**config.mk**
```make
export PLATFORM = sky130hd
export DESIGN_NAME = crc_mem_host_sequencer
export DESIGN_NICKNAME = d
export VERILOG_FILES = /design/src/rtl/crc_mem_host_sequencer_pkg.sv /design/src/rtl/crc_mem_host_sequencer_sat_counter.sv /design/src/rtl/crc_mem_host_sequencer.sv
export SDC_FILE = /design/constraint.sdc
export NUM_CORES = 1
export LEC_CHECK = 0
export ABC_CLOCK_PERIOD_IN_PS = 1950
export CAP_MARGIN = 0
export CORE_MARGIN = 5
export CORE_UTILIZATION = 37
export CTS_CLUSTER_DIAMETER = 60
export DETAILED_ROUTE_END_ITERATION = 10
export GPL_ROUTABILITY_DRIVEN = 0
export PLACE_DENSITY = 0.76
export SETUP_SLACK_MARGIN = 0.5
export SLEW_MARGIN = 5
export SYNTH_ARGS = -nofsm -noshare
export SYNTH_HDL_FRONTEND = slang
export SYNTH_HIERARCHICAL = 1
export SYNTH_SLANG_ARGS = --single-unit
export TNS_END_PERCENT = 1
```
**constraint.sdc**
```tcl
create_clock -name clk -period 1.95 [get_ports clk]
set_input_delay 0.39 -clock clk [delete_from_list [all_inputs] [get_ports clk]]
set_output_delay 0.39 -clock clk [all_outputs]
set_load 0.03 [all_outputs]
```
**src/rtl/crc_mem_host_sequencer_pkg.sv**
```systemverilog
// Shared types and constants for the CRC memory host sequencer.
// The optional statistics counters are enabled by defining CRC_SEQ_STATS_EN.
package crc_seq_pkg;

    localparam int ADDR_W                 = 4;
    localparam int DATA_W                 = 8;
    localparam int DEFAULT_TIMEOUT_CYCLES = 64;
    localparam int DEFAULT_CNT_W          = 16;

    typedef enum logic [2:0] {
        ST_IDLE     = 3'd0,
        ST_WR_ISSUE = 3'd1,
        ST_WR_WAIT  = 3'd2,
        ST_RD_ISSUE = 3'd3,
        ST_RD_WAIT  = 3'd4,
        ST_RESP     = 3'd5
    } seq_state_e;

endpackage

```
**src/rtl/crc_mem_host_sequencer_sat_counter.sv**
```systemverilog
// Saturating up-counter with synchronous clear and asynchronous reset.
// Instantiated by the sequencer only when CRC_SEQ_STATS_EN is defined.
module crc_seq_sat_counter #(
    parameter int W = 16
) (
    input  logic         clk,
    input  logic         rst,
    input  logic         clr,
    input  logic         inc,
    output logic [W-1:0] count
);

    logic [W-1:0] count_q;
    logic [W-1:0] count_d;

    always_comb begin
        count_d = count_q;
        if (clr) begin
            count_d = '0;
        end else if (inc && (count_q != '1)) begin
            count_d = count_q + W'(1);
        end
    end

    always_ff @(posedge clk or posedge rst) begin
        if (rst) begin
            count_q <= '0;
        end else begin
            count_q <= count_d;
        end
    end

    assign count = count_q;

endmodule

```
**src/rtl/crc_mem_host_sequencer.sv**
```systemverilog
// Single-outstanding command sequencer driving the CRC-protected memory top.
// Define CRC_SEQ_STATS_EN to build the rd_count/err_count statistics counters.
module crc_mem_host_sequencer
    import crc_seq_pkg::*;
#(
    parameter int TIMEOUT_CYCLES = DEFAULT_TIMEOUT_CYCLES,
    parameter int CNT_W          = DEFAULT_CNT_W
) (
    input  logic              clk,
    input  logic              rst,
    // Command channel
    input  logic              cmd_valid,
    output logic              cmd_ready,
    input  logic              cmd_write,
    input  logic [ADDR_W-1:0] cmd_addr,
    input  logic [DATA_W-1:0] cmd_wdata,
    // Response channel
    output logic              rsp_valid,
    input  logic              rsp_ready,
    output logic              rsp_write,
    output logic [DATA_W-1:0] rsp_rdata,
    output logic              rsp_error,
    output logic              rsp_timeout,
    // Memory side
    output logic              mem_write,
    output logic              mem_read,
    output logic [ADDR_W-1:0] mem_addr_in,
    output logic [DATA_W-1:0] mem_data_in,
    input  logic              mem_write_busy,
    input  logic              mem_read_busy,
    input  logic              mem_data_valid,
    input  logic              mem_error_detected,
    input  logic              mem_completed,
    input  logic [DATA_W-1:0] mem_data_out,
    // Statistics
    output logic [CNT_W-1:0]  rd_count,
    output logic [CNT_W-1:0]  err_count,
    // Debug
    output logic [2:0]        dbg_state
);

    // Handshakes: a transfer happens on a rising clk edge where valid and ready
    // are both high; a source holds valid and its payload stable until then.

    localparam int              TO_W    = $clog2(TIMEOUT_CYCLES) + 1;
    localparam logic [TO_W-1:0] TO_LAST = TO_W'(TIMEOUT_CYCLES - 1);

    seq_state_e        state_q, state_d;
    logic [ADDR_W-1:0] addr_q, addr_d;
    logic [DATA_W-1:0] data_q, data_d;
    logic              wr_q, wr_d;
    logic              seen_busy_q, seen_busy_d;
    logic [TO_W-1:0]   to_cnt_q, to_cnt_d;
    logic [DATA_W-1:0] rsp_rdata_q, rsp_rdata_d;
    logic              rsp_error_q, rsp_error_d;
    logic              rsp_timeout_q, rsp_timeout_d;
    logic [TO_W-1:0]   to_inc;
    logic              to_expire;
    logic              rsp_hs;

    // Timeout fires on the wait cycle whose increment would bring the counter
    // to TIMEOUT_CYCLES-1, so RESP lands TIMEOUT_CYCLES cycles after the issue.
    assign to_inc    = to_cnt_q + TO_W'(1);
    assign to_expire = (to_inc == TO_LAST);
    assign rsp_hs    = (state_q == ST_RESP) && rsp_ready;

    always_comb begin
        state_d       = state_q;
        addr_d        = addr_q;
        data_d        = data_q;
        wr_d          = wr_q;
        seen_busy_d   = seen_busy_q;
        to_cnt_d      = to_cnt_q;
        rsp_rdata_d   = rsp_rdata_q;
        rsp_error_d   = rsp_error_q;
        rsp_timeout_d = rsp_timeout_q;

        case (state_q)
            ST_IDLE: begin
                if (cmd_valid) begin
                    addr_d  = cmd_addr;
                    data_d  = cmd_wdata;
                    wr_d    = cmd_write;
                    state_d = cmd_write ? ST_WR_ISSUE : ST_RD_ISSUE;
                end
            end
            ST_WR_ISSUE: begin
                seen_busy_d = 1'b0;
                to_cnt_d    = '0;
                state_d     = ST_WR_WAIT;
            end
            ST_WR_WAIT: begin
                if (mem_write_busy) begin
                    seen_busy_d = 1'b1;
                end
                if (seen_busy_q && !mem_write_busy) begin
                    rsp_rdata_d   = '0;
                    rsp_error_d   = 1'b0;
                    rsp_timeout_d = 1'b0;
                    state_d       = ST_RESP;
                end else if (to_expire) begin
                    rsp_rdata_d   = '0;
                    rsp_error_d   = 1'b1;
                    rsp_timeout_d = 1'b1;
                    state_d       = ST_RESP;
                end else begin
                    to_cnt_d = to_inc;
                end
            end
            ST_RD_ISSUE: begin
                to_cnt_d = '0;
                state_d  = ST_RD_WAIT;
            end
            ST_RD_WAIT: begin
                if (mem_completed) begin
                    rsp_rdata_d   = mem_data_out;
                    rsp_error_d   = mem_error_detected | ~mem_data_valid;
                    rsp_timeout_d = 1'b0;
                    state_d       = ST_RESP;
                end else if (to_expire) begin
                    rsp_rdata_d   = '0;
                    rsp_error_d   = 1'b1;
                    rsp_timeout_d = 1'b1;
                    state_d       = ST_RESP;
                end else begin
                    to_cnt_d = to_inc;
                end
            end
            ST_RESP: begin
                if (rsp_ready) begin
                    state_d = ST_IDLE;
                end
            end
            default: begin
                state_d = ST_IDLE;
            end
        endcase
    end

    always_ff @(posedge clk or posedge rst) begin
        if (rst) begin
            state_q       <= ST_IDLE;
            addr_q        <= '0;
            data_q        <= '0;
            wr_q          <= 1'b0;
            seen_busy_q   <= 1'b0;
            to_cnt_q      <= '0;
            rsp_rdata_q   <= '0;
            rsp_error_q   <= 1'b0;
            rsp_timeout_q <= 1'b0;
        end else begin
            state_q       <= state_d;
            addr_q        <= addr_d;
            data_q        <= data_d;
            wr_q          <= wr_d;
            seen_busy_q   <= seen_busy_d;
            to_cnt_q      <= to_cnt_d;
            rsp_rdata_q   <= rsp_rdata_d;
            rsp_error_q   <= rsp_error_d;
            rsp_timeout_q <= rsp_timeout_d;
        end
    end

    assign cmd_ready   = (state_q == ST_IDLE);
    assign rsp_valid   = (state_q == ST_RESP);
    assign rsp_write   = wr_q;
    assign rsp_rdata   = rsp_rdata_q;
    assign rsp_error   = rsp_error_q;
    assign rsp_timeout = rsp_timeout_q;
    assign mem_write   = (state_q == ST_WR_ISSUE);
    assign mem_read    = (state_q == ST_RD_ISSUE);
    assign mem_addr_in = addr_q;
    assign mem_data_in = data_q;
    assign dbg_state   = state_q;

`ifdef CRC_SEQ_STATS_EN
    crc_seq_sat_counter #(.W(CNT_W)) u_rd_count (
        .clk   (clk),
        .rst   (rst),
        .clr   (1'b0),
        .inc   (rsp_hs && !wr_q),
        .count (rd_count)
    );

    crc_seq_sat_counter #(.W(CNT_W)) u_err_count (
        .clk   (clk),
        .rst   (rst),
        .clr   (1'b0),
        .inc   (rsp_hs && rsp_error_q),
        .count (err_count)
    );
`else
    assign rd_count  = '0;
    assign err_count = '0;
`endif

    // Read-busy is informational only; completion is signalled by mem_completed.
    logic unused_ok;
    assign unused_ok = mem_read_busy & rsp_hs;

endmodule

```
# After elaboration in Yosys (flattened, before gate mapping)
# Index checks and enable logic that the tools add are counted.
dict set report word_totals {
  n_memories 0
  romBits 0
  word_cells 59
  ff_bits 34
  out_inout_bits 62
  ram_bits 0
  inputBits 30
  latch_bits 0
}
dict set report classes {
  n_bitwise 2
  magnitude_cmp 0
  div 0
  reduce_logical 11
  n_eq_ne 11
  mux 25
  multipliers 0
  n_addsub 1
  shifts 0
}
# operator n
set op_table {}
lappend op_table {{$mux 8} 3}
lappend op_table {{$mux 7} 3}
lappend op_table {{$pmux 7 s3} 1}
lappend op_table {{$pmux 3 s6} 1}
lappend op_table {{$pmux 8 s2} 1}
lappend op_table {{$mux 3} 5}
lappend op_table {{$ne 2x2->1 const B} 4}
lappend op_table {{$add 7x1->7 const B} 1}
lappend op_table {{$eq 7x6->1 const B} 1}
lappend op_table {{$mux 1} 7}
lappend op_table {{$eq 3x2->1 const B} 2}
lappend op_table {{$eq 3x3->1 const B} 2}
lappend op_table {{$pmux 1 s2} 3}
lappend op_table {{$reduce_and 2->1} 3}
lappend op_table {{$reduce_bool 2->1} 2}
lappend op_table {{$eq 3x1->1 const B} 1}
lappend op_table {{$logic_not 3->1} 1}
lappend op_table {{$reduce_and 3->1} 1}
lappend op_table {{$reduce_bool 3->1} 1}
lappend op_table {{$mux 2} 1}
lappend op_table {{$ne 2x1->1 const B} 1}
lappend op_table {{$reduce_or 2->1} 1}
lappend op_table {{$logic_and 1x1->1} 1}
lappend op_table {{$logic_not 1->1} 1}
lappend op_table {{2 further kinds} 2}

# Logic depth before layout (Yosys ltp)
# Gate-level depths: netlist of run 1.
dict set report depth {
  depth_word 5
  mapped_depth 9
  depth_no_buf 8
}

# Worst setup path after synthesis of run 1
# Ideal clock, no wire load.
dict set report synth_timing {
  path_type {reg-to-reg}
  from {reg state_q[2], in the netlist dbg_state[2]}
  to {reg addr_q[0], in the netlist mem_addr_in[0]}
  arrival_time_ns 2.220
  path_slack_ns -0.395
  required_time_ns 1.825
  setup_time_ns 0.125
  n_path_buf 1
  synth_period_minus_slack_ns 2.345
  path_stages_with_launch 5
  cell_sequence {dfrtp_1 nor3_1 and2_0 buf_2 mux2_2}
}
dict set report synth_via {
  elab_chain_cells 2
}
# item line
set synth_lines {}
lappend synth_lines {{start: declaration} crc_mem_host_sequencer.sv:48} ;# seq_state_e state_q, state_d;
lappend synth_lines {{start signal: assignment} crc_mem_host_sequencer.sv:152} ;# state_q <= state_d;
lappend synth_lines {{$logic_not 3->1} n/a}
lappend synth_lines {{via cmd_ready} crc_mem_host_sequencer.sv:13} ;# output logic cmd_ready,
lappend synth_lines {{$reduce_and 2->1 (no line)} n/a}
lappend synth_lines {{end signal: assignment} crc_mem_host_sequencer.sv:153} ;# addr_q <= addr_d;
lappend synth_lines {{end: declaration} crc_mem_host_sequencer.sv:49} ;# logic [ADDR_W-1:0] addr_q, addr_d;
# The timed path passes the listed nets, and every way through them passes these cells.
# A chain may end at the register's enable or synchronous reset.

# Final worst setup path of run 1
dict set report layout_timing {
  from {reg to_cnt_q[1]}
  to {reg rsp_rdata_q[7], in the netlist rsp_rdata[7]}
}
dict set report layout_via {
  elab_chain_cells 5
  word_cells_on_any_way 6
  classes_between {add/sub: 1; eq/ne: 1; mux: 4}
}
# item line
set layout_lines {}
lappend layout_lines {{start: declaration} crc_mem_host_sequencer.sv:53} ;# logic [TO_W-1:0] to_cnt_q, to_cnt_d;
lappend layout_lines {{start signal: assignment} crc_mem_host_sequencer.sv:157} ;# to_cnt_q <= to_cnt_d;
lappend layout_lines {{$add 7x1->7 *} crc_mem_host_sequencer.sv:63} ;# assign to_inc = to_cnt_q + TO_W'(1);
lappend layout_lines {{$eq 7x6->1 *} crc_mem_host_sequencer.sv:64} ;# assign to_expire = (to_inc == TO_LAST);
lappend layout_lines {{$mux 8 *} n/a}
lappend layout_lines {{$mux 8, on equally long branches} n/a}
lappend layout_lines {{$pmux 8 s2 *} n/a}
lappend layout_lines {{end signal: assignment} crc_mem_host_sequencer.sv:158} ;# rsp_rdata_q <= rsp_rdata_d;
lappend layout_lines {{end: declaration} crc_mem_host_sequencer.sv:54} ;# logic [DATA_W-1:0] rsp_rdata_q, rsp_rdata_d;
# Mark *: on every way between the ends. The rest lies on a longest branch, timed or not.

==> run_results.csv, run 1 <==
group,metric,value,unit
worst_setup_path,crit_chain,"ha_4, nand2b_4, or3b_1, o311ai_1, and3_4, buf_12, o211a_4, a21oi_2",
floorplan,dieArea,0.006951,mm2
worst_setup_path,cp_top_family,"simple AND/OR/NAND/NOR gates",
sta,fmax,506.6,MHz
global_route,grtUsageMet1,15.63,%
drt,wl_per_cell,14.75,um
final_layout,diodes,0,
outcome,status,"complete, but fails checks",
sta,timing.slew.headroom,66.05,%
floorplan,die_y,83.37,um
worst_setup_path,cpPeakStageDelay,0.45,ns
worst_setup_path,worstSetupStartpoint,"to_cnt_q[1]$_DFFE_PP0P_",
worst_setup_path,worstSetupEndpointType,"flop",
global_route,grt_pass1_vias,1689,
floorplan,core,0.005172,mm2
final_layout,nFillCells,429,
global_route,grt_pass1_wl,7.955,mm
power_and_ir_drop,power_leakage,1.592,nW
sta,finalSetupViolCount,8,
final_layout,stdcell_count,357,
drt,drt_wl_total,5.265,mm
job,maxCapViolCount,0,
synthesis,synth_flop_cell,"dfrtp_1",
worst_setup_path,cp_max_fo,8,
sta,tns,-0.1608,ns
clock_tree,htreeDepth,2,
clock_tree,cts_root_buffer,"clkbuf_8",
worst_setup_path,worstSetupPathType,"reg2reg",
floorplan,initial_utilization,38.51,%
clock_tree,clk_pin_slew_worst_paths,0.08,ns
placed_design,hpwlAfterDp,3.572,mm
synthesis,ys_warn_count,6,
global_route,met2_usage,24.27,%
drt,drc,0,
global_route,grt_use_total,13.70,%
global_route,gr-total-overflow,0,
worst_setup_path,start_kind,"flop",
final_layout,nets,318,
clock_tree,clock_latency,0.29,ns
synthesis,yosysSeqAreaShare,42.71,%
synthesis,async_flop_share,100.0,%
final_layout,drive_gt1_share,31.71,%
drt,routed_via_density,4.773,
power_and_ir_drop,power_density,1531,mW/mm2
drt,vias,1704,
worst_setup_path,worstPathRequired,2.13,ns
synthesis,synth.distinct_cells,48,
placed_design,port_buffers,58,
sta,layout_min_cycle_time,1.974,ns
sta,holdWs,0.4995,ns
floorplan,ioPinCount,92,
drt,dr.pass1.iters,4,
sta,finClkSkew,0.005078,ns
global_route,grtUsageMet3,4.752,%
global_route,grt-busiest-layer,"met2",
global_route,grt_start_max_net_pins,35,
worst_hold_path,hold_class,"in2async",
synthesis,syn_area_per_cell,9.717,um2
clock_tree,cts_buffers,5,
drt,antenna_left,0,
placed_design,dp.cells,343,
synthesis,synth_edf_count,0,
final_layout,area.growth.synth_to_final,55.78,%
sta,post-route-period-util,101.2,%
worst_setup_path,crit_buf_inv,1,
final_layout,final_util,59.99,%
global_route,antenna_found_initial,0,
floorplan,rows,26,
power_and_ir_drop,ir_drop,0.0008931,V
sta,worstMarginPinSlew,0.5074,ns
sta,slew_violations,0,
worst_setup_path,rrSetupSlack,-0.02,ns
clock_tree,clock_sinks,34,
synthesis,syn_inst,205,
drt,drtIter0Drc,117,
clock_tree,cts_hold_buf,0,
outcome,violations,"setup timing",
worst_setup_path,crit_arrival,2.15,ns
synthesis,synth.ff_latch_count,34,
sta,rsz0062_at_grt,"yes",
clock_tree,clock_path_buffers,2,
synthesis,syn_area,0.001992,mm2
worst_setup_path,r2r-start,"to_cnt_q[1]$_DFFE_PP0P_",
sta,finalWorstSetupSlack,-0.02382,ns
sta,hold_violations,0,
floorplan,dieWidth,83.37,um
clock_tree,cts_tree,"yes",
worst_setup_path,worst_path_max_delay_cell,"dfrtp_2",
-- cells by family after synthesis --
logic type	synth area share [%]
adder cells (fa/ha/maj)	1.256
flip-flops	42.71
AND/OR/NAND/NOR	16.71
other	0.1883
buffers and inverters	15.58
multiplexers	7.349
XOR/XNOR	0.8796
AO/OA/AOI/OAI	15.33
-- repair_timing --
item	in CTS	in global routing
endpoints found under the hold margin	0	0
setup endpoints to repair	63	62
pin swaps	9	13
gates resized for setup	22	79
buffers inserted	6	0
-- routing by layer --
metal	vias to the layer above	share of wire, %	wire length, um
li1	811	-	-
met1	821	40	2119
met2	64	51	2691
met3	8	7.5	397
met4	0	1.1	57
met5	-	0	0
-- tightest hold or removal path, stage by stage --
cell	delay, ns
clkdlybuf4s50_1	0.39
inv_1	0.06
buf_4	0.39
-- worst paths after layout --
path / to / cells past startpoint
hold / removal: mem_data_in[2]$_DFFE_PP0P_ / 3
setup reg to reg: rsp_rdata[7]$_DFFE_PP0P_ / 8
min in group clk: mem_data_in[2]$_DFFE_PP0P_ / 1
max in group asynchronous: dbg_state[2]$_DFFE_PP0P_ / 3
hold reg to reg: mem_data_in[2]$_DFFE_PP0P_ / 1
setup / recovery: rsp_rdata[7]$_DFFE_PP0P_ / 8
-- flip-flops by register name (all words and copies together) (netlist names) --
| name | flops |
|---|---|
| to_cnt_q | 7 |
| rsp_rdata | 8 |
| rsp_write | 1 |
| rsp_error | 1 |
| seen_busy_q | 1 |
| mem_data_in | 8 |
| dbg_state | 3 |
| rsp_timeout | 1 |
| mem_addr_in | 4 |
-- metrics by stage --
step,total power [W],instance area [um2],setup WS (ns)
6_report,0.004751,3103,-0.02382
5_1_grt,0.005003,3103,-0.07645
4_1_cts,0.004509,2900,-0.02710
3_5_place_dp,0.003657,2656,-0.01477
3_3_place_gp,0.003610,2656,0.01288
2_1_floorplan,0.002720,2136,0.04105
-- area by class of cell --
type | instances | area [um2] | area share [%]
Clock buffer | 5 | 68.82 | 2.218
Clock inverter | 3 | 68.82 | 2.218
Inverter | 8 | 38.79 | 1.250
Multi-Input combinational cell | 156 | 1130 | 36.41
Sequential cell | 34 | 855.8 | 27.58
Tap cell | 70 | 87.58 | 2.823
Timing Repair Buffer | 81 | 853.3 | 27.50
-- synth_stat cells, types with 2 or more instances --
library cell / n / area (um2)
inv_1: 6 / 22.52
buf_4: 32 / 240.2
nor2_1: 9 / 33.78
buf_6: 2 / 22.52
nor2b_1: 3 / 18.77
and3_1: 2 / 12.51
buf_2: 2 / 10.01
o311a_1: 2 / 20.02
a21oi_1: 7 / 35.03
ha_1: 2 / 25.02
or4_1: 2 / 15.01
a21oi_2: 9 / 78.83
nand3_1: 9 / 45.04
nand2_1: 27 / 101.4
nand2b_1: 2 / 12.51
dfrtp_1: 34 / 850.8
o211ai_1: 4 / 30.03
nor3_1: 2 / 10.01
mux2_2: 13 / 146.4
or3_1: 3 / 18.77
o21ai_0: 6 / 30.03
-- power by group --
group,internal (W),leakage (nW),switching (W),total [W]
registers,0.000999,0.421,0.000252,0.00125
logic,0.00122,1.10,0.00148,0.00271
clock network,0.000512,0.0683,0.000282,0.000795
total,0.00273,1.59,0.00202,0.00475
-- cell usage in the layout (no fill, tap or decap), types with 5 or more instances in the layout --
cell type / instances
conb_1: 32
inv_1: 5
buf_6: 6
buf_4: 19
a21oi_2: 11
nand3_1: 8
o21ai_0: 6
dfrtp_1: 30
mux2_4: 13
clkdlybuf4s50_1: 28
dlymetal6s2s_1: 23
clkbuf_8: 5
nor2_1: 7
nand2_1: 23
a21oi_1: 5
(Power assumes the default switching activity.)
==> run 2, diff against run 1 <==
PLACE_DENSITY = unset   (was 0.76)
PLACE_DENSITY_LB_ADDON = 0.08   (was unset)
==> run 2 against run 1 <==
Net effect: the run still ends with setup timing left; clock-buffer cell count grew 2; sequential share of layout area grew 1.8 points; critical path depth is 1 lower; final cell count shrank 0.56%; worst hold slack better by 0.0057 ns; combinational power decreased by 6%; largest cell class unchanged.
==> run_results.csv, run 2 (same netlist as run 1, synthesis figures left out) <==
group,metric,value,unit
outcome,status,"complete, but fails checks",
outcome,violations,"setup timing",
final_layout,layout_common_cells,"conb_1 (32), dfrtp_1 (31), clkdlybuf4s50_1 (28)",
global_route,grtUsageMet3,5.347,%
placed_design,port_buffers,58,
global_route,grt_use_total,14.19,%
worst_setup_path,crit_chain,"ha_2, and4b_4, o211ai_2, o311ai_2, and3_4, or4_1, nand3_1",
placed_design,hpwlAfterDp,3.576,mm
job,maxCapViolCount,0,
floorplan,core,0.005172,mm2
worst_setup_path,crit_arrival,2.18,ns
floorplan,die_y,83.37,um
worst_setup_path,crit_buf_inv,0,
clock_tree,cts_tree,"yes",
sta,post-route-period-util,100.5,%
worst_setup_path,cp_max_fo,6,
final_layout,nets,316,
worst_setup_path,cpPeakStageDelay,0.50,ns
global_route,grt-busiest-layer,"met2",
clock_tree,clk_pin_slew_worst_paths,0.07,ns
drt,antenna_left,0,
worst_setup_path,reg2reg_depth,7,
sta,fmax,510.1,MHz
global_route,grt_pass1_vias,1714,
power_and_ir_drop,power_density,1524,mW/mm2
floorplan,initial_utilization,38.51,%
sta,finalWorstSetupSlack,-0.01057,ns
global_route,met2_usage,23.98,%
sta,slew_violations,0,
global_route,grtUsageMet1,17.34,%
drt,routed_via_density,4.693,
final_layout,diodes,0,
worst_setup_path,worstSetupEndpointType,"flop",
drt,drtIter0Drc,54,
clock_tree,post_cts_buffers,0,
sta,hold_violations,0,
clock_tree,htreeDepth,2,
global_route,gr-total-overflow,0,
worst_setup_path,start_kind,"flop",
final_layout,final_area,0.002908,mm2
drt,drc,0,
final_layout,drive_gt1_share,30.53,%
worst_setup_path,worstPathRequired,2.17,ns
worst_setup_path,path_depth,7,
global_route,grt_pass1_wl,8.197,mm
sta,layout_min_cycle_time,1.961,ns
sta,finClkSkew,0.001708,ns
drt,drt_wl_total,4.869,mm
global_route,antenna_found_initial,0,
clock_tree,clock_sinks,34,
drt,vias,1666,
clock_tree,cts_root_buffer,"clkbuf_8",
power_and_ir_drop,p_total,0.004431,W
placed_design,placed_area,0.002704,mm2
sta,rsz0062_at_grt,"yes",
final_layout,multiInputGateArea,0.001085,mm2
worst_setup_path,worst_path_max_delay_cell,"or4_1",
final_layout,area.growth.synth_to_final,45.98,%
floorplan,dieArea,0.006951,mm2
final_layout,ff_latch_area,854.6,um2
floorplan,rows,26,
final_layout,layout_commonest_cell,"conb_1",
final_layout,nFillCells,491,
floorplan,dieWidth,83.37,um
floorplan,ioPinCount,92,
clock_tree,cts_hold_buf,0,
drt,dr.pass1.iters,4,
global_route,grt_start_max_net_pins,35,
worst_setup_path,cp_top_family,"simple AND/OR/NAND/NOR gates",
power_and_ir_drop,ir_drop,0.0008265,V
final_layout,final_util,56.22,%
worst_hold_path,hold_class,"in2async",
sta,finalSetupViolCount,1,
clock_tree,clock_latency,0.28,ns
clock_tree,clock_path_buffers,2,
power_and_ir_drop,power_leakage,1.319,nW
worst_setup_path,worstSetupPathType,"reg2reg",
drt,wl_per_cell,13.72,um
clock_tree,cts_buffers,5,
-- run 2: changes by cell type in the layout (fill, tap and decap cells not counted), sizes merged --
cell / before / now
clkinvlp: 1 / 0
clkinv: 2 / 1
clkdlybuf4s15: 0 / 14
buf: 30 / 27
dlymetal6s2s: 23 / 0
clkbuf: 5 / 14
dlygate4sd2: 0 / 2
inv: 6 / 7
bufinv: 2 / 1
and3: 3 / 4
-- run 2: worst paths after layout --
path | start | to | slack, ns
setup / recovery | to_cnt_q[0]$_DFFE_PP0P_ | to_cnt_q[1]$_DFFE_PP0P_ | -0.01
hold / removal | rst | mem_data_in[0]$_DFFE_PP0P_ | 0.51
setup reg to reg | to_cnt_q[0]$_DFFE_PP0P_ | to_cnt_q[1]$_DFFE_PP0P_ | -0.01
hold reg to reg | rsp_timeout$_DFFE_PP0P_ | rsp_timeout$_DFFE_PP0P_ | 0.51
max in group asynchronous | rst | dbg_state[2]$_DFFE_PP0P_ | 1.10
min in group clk | rsp_timeout$_DFFE_PP0P_ | rsp_timeout$_DFFE_PP0P_ | 0.51
-- run 2: where the power goes --
group,internal (W),switching [W],total [W]
sequential,0.000998,0.000255,0.00125
clock,0.000382,0.000248,0.000630
combinational,0.00113,0.00141,0.00255
-- run 2: routing by layer --
metal,wire length [um],part of all wire (%)
met4,0,0
met1,2044,42
met2,2401,49
met5,0,0
met3,423,8.7
-- run 2: final cells by class --
| type | count | share of cell area, % |
|---|---|---|
| repair buffers | 78 | 25.52 |
| flip-flops and latches | 34 | 29.39 |
| multi-input cells | 157 | 37.31 |
| clock inverters | 1 | 1.033 |
| well taps | 70 | 3.012 |
| inverters | 8 | 1.119 |
| clock buffers | 7 | 2.625 |
-- run 2: timing repair --
action | CTS | global route
gates resized for setup | 84 | 29
pin swaps | 16 | 3
gates cloned | 1 | 0
setup endpoints to repair | 63 | 58
-- run 2: stage by stage --
step	setup slack [ns]	hold slack [ns]	TNS (ns)	cells
4_1_cts	-0.01061	0.5100	-0.01061	355
6_report	-0.01057	0.5052	-0.01057	355
5_1_grt	-0.1212	0.5294	-1.380	355
2_1_floorplan	0.04105	0.4882	0	236
3_5_place_dp	-0.008496	0.4954	-0.008496	346
3_3_place_gp	-0.002609	0.4857	-0.002609	346
-- run 2: worst reg2reg max path, delay by kind of cell, from the launching register on --
family / cells / cell delay [ns]
AND/OR/NAND/NOR: 4 / 1.00
adder cells (fa/ha/maj): 1 / 0.22
AO/OA/AOI/OAI: 2 / 0.28
flip-flops: 1 / 0.40
